<file path="src/rtl/vga_timing_gen.sv">
// vga_timing_gen: 1280x720@60 raster timing with registered sync/de/coords.
// VGA_TIMING_ALIGN_EN adds one en-qualified stage on hsync, vsync and de.
module vga_timing_gen #(
    parameter int unsigned H_ACTIVE = 1280,
    parameter int unsigned H_FP     = 110,
    parameter int unsigned H_SYNC   = 40,
    parameter int unsigned H_BP     = 220,
    parameter int unsigned V_ACTIVE = 720,
    parameter int unsigned V_FP     = 5,
    parameter int unsigned V_SYNC   = 5,
    parameter int unsigned V_BP     = 20,
    parameter bit          SYNC_POL = 1'b1
) (
    input  logic        clk,
    input  logic        rst_n,
    input  logic        en,
    output logic        hsync,
    output logic        vsync,
    output logic        de,
    output logic [11:0] x_pos,
    output logic [11:0] y_pos,
    output logic        frame_tick
);

    localparam logic [11:0] H_TOTAL = 12'(H_SYNC + H_BP + H_ACTIVE + H_FP);
    localparam logic [11:0] V_TOTAL = 12'(V_SYNC + V_BP + V_ACTIVE + V_FP);
    localparam logic [11:0] H_SYNC_W = 12'(H_SYNC);
    localparam logic [11:0] V_SYNC_W = 12'(V_SYNC);
    localparam logic [11:0] H_ACT_BEG = 12'(H_SYNC + H_BP);
    localparam logic [11:0] H_ACT_END = 12'(H_SYNC + H_BP + H_ACTIVE);
    localparam logic [11:0] V_ACT_BEG = 12'(V_SYNC + V_BP);
    localparam logic [11:0] V_ACT_END = 12'(V_SYNC + V_BP + V_ACTIVE);

    logic [11:0] h_cnt;
    logic [11:0] v_cnt;
    logic        h_last;
    logic        v_last;
    logic        hs_c;
    logic        vs_c;
    logic        de_c;
    logic        tick_c;
    logic [11:0] x_c;
    logic [11:0] y_c;
    logic        hs_r;
    logic        vs_r;
    logic        de_r;

    always_comb begin
        h_last = (h_cnt == H_TOTAL - 12'd1);
        v_last = (v_cnt == V_TOTAL - 12'd1);
        hs_c   = (h_cnt < H_SYNC_W) ? SYNC_POL : ~SYNC_POL;
        vs_c   = (v_cnt < V_SYNC_W) ? SYNC_POL : ~SYNC_POL;
        de_c   = (h_cnt >= H_ACT_BEG) && (h_cnt < H_ACT_END) &&
                 (v_cnt >= V_ACT_BEG) && (v_cnt < V_ACT_END);
        x_c    = de_c ? h_cnt - H_ACT_BEG : 12'hFFF;
        y_c    = de_c ? v_cnt - V_ACT_BEG : 12'hFFF;
        tick_c = h_last && (v_cnt == V_ACT_END - 12'd1);
    end

    always_ff @(posedge clk or negedge rst_n) begin
        if (!rst_n) begin
            h_cnt <= '0;
            v_cnt <= '0;
        end else if (en) begin
            if (h_last) begin
                h_cnt <= '0;
                v_cnt <= v_last ? 12'd0 : v_cnt + 12'd1;
            end else begin
                h_cnt <= h_cnt + 12'd1;
            end
        end
    end

    // Outputs decode the counter value seen before the edge.
    always_ff @(posedge clk or negedge rst_n) begin
        if (!rst_n) begin
            hs_r       <= ~SYNC_POL;
            vs_r       <= ~SYNC_POL;
            de_r       <= 1'b0;
            x_pos      <= 12'hFFF;
            y_pos      <= 12'hFFF;
            frame_tick <= 1'b0;
        end else begin
            frame_tick <= en & tick_c;
            if (en) begin
                hs_r  <= hs_c;
                vs_r  <= vs_c;
                de_r  <= de_c;
                x_pos <= x_c;
                y_pos <= y_c;
            end
        end
    end

`ifdef VGA_TIMING_ALIGN_EN
    logic hs_d;
    logic vs_d;
    logic de_d;

    // Matches the registered colour output of the pixel stage.
    always_ff @(posedge clk or negedge rst_n) begin
        if (!rst_n) begin
            hs_d <= ~SYNC_POL;
            vs_d <= ~SYNC_POL;
            de_d <= 1'b0;
        end else if (en) begin
            hs_d <= hs_r;
            vs_d <= vs_r;
            de_d <= de_r;
        end
    end

    assign hsync = hs_d;
    assign vsync = vs_d;
    assign de    = de_d;
`else
    assign hsync = hs_r;
    assign vsync = vs_r;
    assign de    = de_r;
`endif

endmodule

</file>
<file path="config.mk">
export PLATFORM = sky130hd
export DESIGN_NAME = vga_timing_gen
export DESIGN_NICKNAME = d
export VERILOG_FILES = /design/src/rtl/vga_timing_gen.sv
export SDC_FILE = /design/constraint.sdc
export NUM_CORES = 1
export LEC_CHECK = 0
export ABC_AREA = 1
export CORE_ASPECT_RATIO = 2
export CORE_MARGIN = 4
export CORE_UTILIZATION = 40
export DETAILED_ROUTE_END_ITERATION = 10
export PLACE_DENSITY = 0.71
export SYNTH_ARGS = -nofsm -noshare
export SYNTH_HDL_FRONTEND = slang
export SYNTH_SLANG_ARGS = --single-unit
</file>
<file path="constraint.sdc">
create_clock -name clk -period 1.5 [get_ports clk]
set_input_delay 0.3 -clock clk [delete_from_list [all_inputs] [get_ports clk]]
set_output_delay 0.3 -clock clk [all_outputs]
set_load 0.005 [all_outputs]
</file>
* After elaboration in Yosys (flattened, before gate mapping)
Index checks and enable logic that the tools add are counted.
Widths: inputs -> output; s select.
** Operators by class
- Bitwise logic cells :: 1
- Multiplexer cells :: 6
- Reductions and logical operators :: 5
- Equality and inequality tests :: 3
- $lt $le $gt $ge :: 6
- Add/subtract/negate cells :: 4
** Operator list (number)
- $mux 12 :: 4
- $add 12x1->12 const B :: 2
- $eq 12x10->1 const B :: 2
- $eq 12x11->1 const B :: 1
- $ge 12x5->1 const B :: 1
- $ge 12x9->1 const B :: 1
- $lt 12x10->1 const B :: 1
- $lt 12x11->1 const B :: 1
- $lt 12x3->1 const B :: 1
- $lt 12x6->1 const B :: 1
- $sub 12x5->12 const B :: 1
- $sub 12x9->12 const B :: 1
- $logic_and 1x1->1 :: 4
- $mux 1 :: 2
- $reduce_and 2->1 :: 1
- $and 1x1->1 :: 1
** Word-level totals
- Register bits :: 52
- Logic and storage cells :: 33
- Output and inout bits :: 28

* Depth between registers and ports, before layout
- Depth in word-level cells :: 5
- Gate-level depth with buffers :: 10
- Depth with buffers taken out :: 9

* Least setup slack after synthesis
No wires, ideal clock.
- Path type :: reg2reg
- Start :: reg h_cnt[2]
- End :: reg y_pos[3]
- Path slack :: -0.074 ns
- Cell stages (with the launch flop) :: 10
- Arrival :: 1.491 ns
- Buffers on the path :: 1
- Setup time :: 0.083 ns
- Path through :: dfrtp_1 -> inv_1 -> ha_1 -> nand3_2 -> nand2_1 -> nand3_1 -> nand2_4 -> nor2_8 -> buf_12 -> a21oi_4
** On the way
- Cells in the longest elaborated chain, start to end :: 5
- Elaborated cells on any way between the ends :: 6
** RTL lines
- start, declared :: line 34 : logic [11:0] h_cnt;
- start signal, assigned :: line 69 : h_cnt <= h_cnt + 12'd1;
- $ge 12x9->1 / $lt 12x11->1 (equally long branches) :: line 53 : de_c = (h_cnt >= H_ACT_BEG) && (h_cnt < H_ACT_END) &&
- $logic_and 1x1->1 * (2 in a row) :: line 53
- $logic_and 1x1->1 * :: line 54 : (v_cnt >= V_ACT_BEG) && (v_cnt < V_ACT_END);
- $mux 12 * :: line 56 : y_c = de_c ? v_cnt - V_ACT_BEG : 12'hFFF;
- end signal, assigned :: line 90 : y_pos <= y_c;
- end, declared :: line 21 : output logic [11:0] y_pos,
Mark *: on every way between the ends. The rest lies on a longest branch, timed or not.
A chain may end at the register's enable or synchronous reset.

* Final worst setup path
- Start :: reg h_cnt[2]
- End :: reg y_pos[8]
The elaborated chain is that of the path after synthesis.

==> impl_metrics.yaml <==
placement:
  dpl_cell_area_sq_um: 3940
  place_ws_ps: -335
  routabilityCongestion: 0.933
  port_buffers: 30
  dp_hpwl_mm: 6.26
logic_synthesis:
  ys_seq_area_frac: 0.432
  syn_avg_cell_area_sq_um: 8.57
  ys_async_sr_fraction: 1.00
  synth_cell_type_count: 36
  yosys_warnings: 0
  synth_area_leaders: "dfrtp_1 (23%), dfstp_2 (20%), nand2_1 (6.8%), nor2_1 (6.5%), xor2_1 (6.0%)"
  ys.flop_type: "dfrtp_1"
  yosys.area.top_type_share: 0.227
  synth_edf_count: 0
  syn_inst: 360
  synth-seq-cells: 52
  syn_nets: 374
  netlist_area_sq_um: 3080
  yosysTopAreaCell: "dfrtp_1"
outcome:
  violations: "negative setup slack"
  run_status: "finished with violations"
routing:
  dr.pass1.iters: 4
  viasPerCell: 5.13
  wire_per_inst_um: 16.1
  drt_wl_total_mm: 9.22
  vias: 2937
  dr.first_iter.drc_count: 100
  postRouteAntennaNets: 0
  drc: 0
clock_network:
  root_buffer: "clkbuf_16"
  htree_levels: 2
  cts_buffer_depth: 2
  cts_tree: "done"
  clkTransAtPathRegs_ps: 70
  clock_sinks: 52
  cts_inserted_buffers: 5
  clk_latency_ps: 300
sta:
  rsz0062_at_grt: "yes"
  period_share: 1.05
  setup_viol: 38
  tightest_slew_ps: 417
  fin_setup_tns_ps: -2070
  fmax_mhz: 636
  drv_slew: 0
  layout_min_cycle_time_ps: 1570
  hold_viol: 0
  setup_slack_ps: -71.9
  skew_ps: 8.14
  relSlewSlack: 0.720
floorplanning:
  fp.dieW_um: 70.1
  ios: 31
  die_h_um: 132
  start_util: 0.409
  dieArea_sq_um: 9260
  core_area_sq_um: 7540
  rows: 45
min_path:
  hold_class: "flip-flop to flip-flop"
global_route:
  grt_pass1_vias: 2948
  grt_usage: 0.191
  grt_max_degree: 53
  overflow: 0
  antenna_found_initial: 1
  grt_pass1_wl_mm: 13.9
pwr:
  seqPwrFrac: 0.347
  p_per_area_nw_per_um2: 989
  p_comb_frac: 0.300
  power.clock.fraction: 0.353
  ir_worst_vdd_mv: 0.555
  p_leak_nw: 2.17
  switching_share: 0.300
  p_switching_mw: 1.41
  p_int_mw: 3.30
setup_path:
  critPathMaxFanout: 8
  crit_type: "flip-flop to flip-flop"
  worstSetupStartpointType: "flip-flop"
  worstPathArrival_ps: 1800
  critical_path_required_ps: 1720
  endpoint_kind: "flip-flop"
cells_and_area:
  final_util: 0.631
  fin_area_sq_um: 4760
  drive_gt1_frac: 0.484
  area_growth_pct: 54.3
  nets: 490
job:
  maxCapViolCount: 0
[repair_timing]
action,4_1_cts,5_1_grt
buffers inserted,11,9
hold endpoints to repair,27,0
cloned,2,2
setup endpoints to repair,69,49
gates resized for setup,66,80
hold buffers,1,0
pin swaps,12,24
[cell type report]
cell class                      instances  area [sq um]
Clock buffer                            5           125
Tap cell                               94           118
Sequential cell                        52          1340
Timing Repair inverter                  1          6.26
Clock inverter                          3          90.1
Fill cell                             611          2790
Antenna cell                            1          2.50
Multi-Input combinational cell        259          1870
Inverter                               39           156
Timing Repair Buffer                  118          1060
[final timing paths]
check	startpoint	endpoint	slack [ps]	cells after the start
max	h_cnt[2]$_DFFE_PN0P_	y_pos[8]$_DFFE_PN1P_	-70	10
min	x_pos[5]$_DFFE_PN1P_	x_pos[5]$_DFFE_PN1P_	500	2
max reg2reg	h_cnt[2]$_DFFE_PN0P_	y_pos[8]$_DFFE_PN1P_	-70	10
min reg2reg	x_pos[5]$_DFFE_PN1P_	x_pos[5]$_DFFE_PN1P_	500	2
max in group asynchronous	rst_n	y_pos[8]$_DFFE_PN1P_	680	3
min in group asynchronous	rst_n	vsync$_DFFE_PN0P_	530	3
[per-stage QoR]
| stage | std cells | power, mW | hold WS, ps |
|---|---|---|---|
| CTS | 563 | 4.54 | 503 |
| detailed placement | 541 | 2.61 | 317 |
| floorplan | 360 | 2.10 | 4.41 |
| finish | 572 | 4.71 | 504 |
| global route | 572 | 4.90 | 520 |
| global placement | 541 | 2.58 | 311 |
[flip-flops by register name, indices dropped and copies added, names as in the netlist]
register	count
y_pos	12
de	1
h_cnt	12
hsync	1
v_cnt	12
frame_tick	1
vsync	1
x_pos	12
[metal layers]
layer | routed length, um | global-route usage
met5 | 0 | 0
met4 | 499 | 0.123
met3 | 279 | 0.0359
met2 | 5530 | 0.364
met1 | 2910 | 0.177
[cells by family (layout without fill, tap and decap cells)]
family	Yosys count	in the layout	share of synthesized area
fa+ha+maj	11	11	0.0446
flops	52	52	0.432
xor+xnor	22	22	0.0625
compound gates	54	54	0.123
simple gates	172	172	0.261
buf+inv	49	166	0.0775
other cells	0	1	0
[synth_stat cells (2+ instances only)]
library cell	number
nand2_1	56
nor2_1	53
inv_1	33
nand3_1	32
dfrtp_1	28
dfstp_2	24
xor2_1	21
a21oi_2	17
o21ai_0	17
ha_1	11
a21oi_1	10
nor3_1	9
inv_2	6
nand2_2	6
nand4_1	5
o21ai_1	4
a21oi_4	3
buf_2	3
nor2_2	3
buf_12	2
buf_6	2
[worst max-delay path, cell delays in order, from the launching register on]
cell and delay (ps):
dfrtp_2 430, buf_6 130, ha_4 130, nand3_2 60
nor2_1 90, nand2_1 70, nand3_2 80, nand2_4 80
nor2_8 190, buf_16 180, a21oi_4 50
[power groups by stage]
stage | Combinational, mW | Sequential, mW | Clock, mW
after floorplan | 0.462 | 1.64 | 0
after global placement | 0.967 | 1.62 | 0
after detailed placement | 0.991 | 1.62 | 0
after CTS | 1.24 | 1.61 | 1.69
after global routing | 1.53 | 1.65 | 1.73
final | 1.41 | 1.63 | 1.66
[cells in the final DEF, fill, tap and decap left out, drive strengths merged]
cell type       n
buf            87
a21oi          30
clkbuf          6
inv            39
clkdlybuf4s50   3
xor2           21
dfrtp          28
dlymetal6s2s    2
o21ai          21
dfstp          24
nor3           11
bufinv          3
nand2          63
nand4           6
nand3          33
a22oi           1
diode           1
ha             11
xnor2           1
clkinv          1
and2            1
nor2           57
o2111ai         1
dlygate4sd3     1
a32o            1
nand3b          1
dlygate4sd2    24
Note: power is estimated with default switching activity, not from simulation.
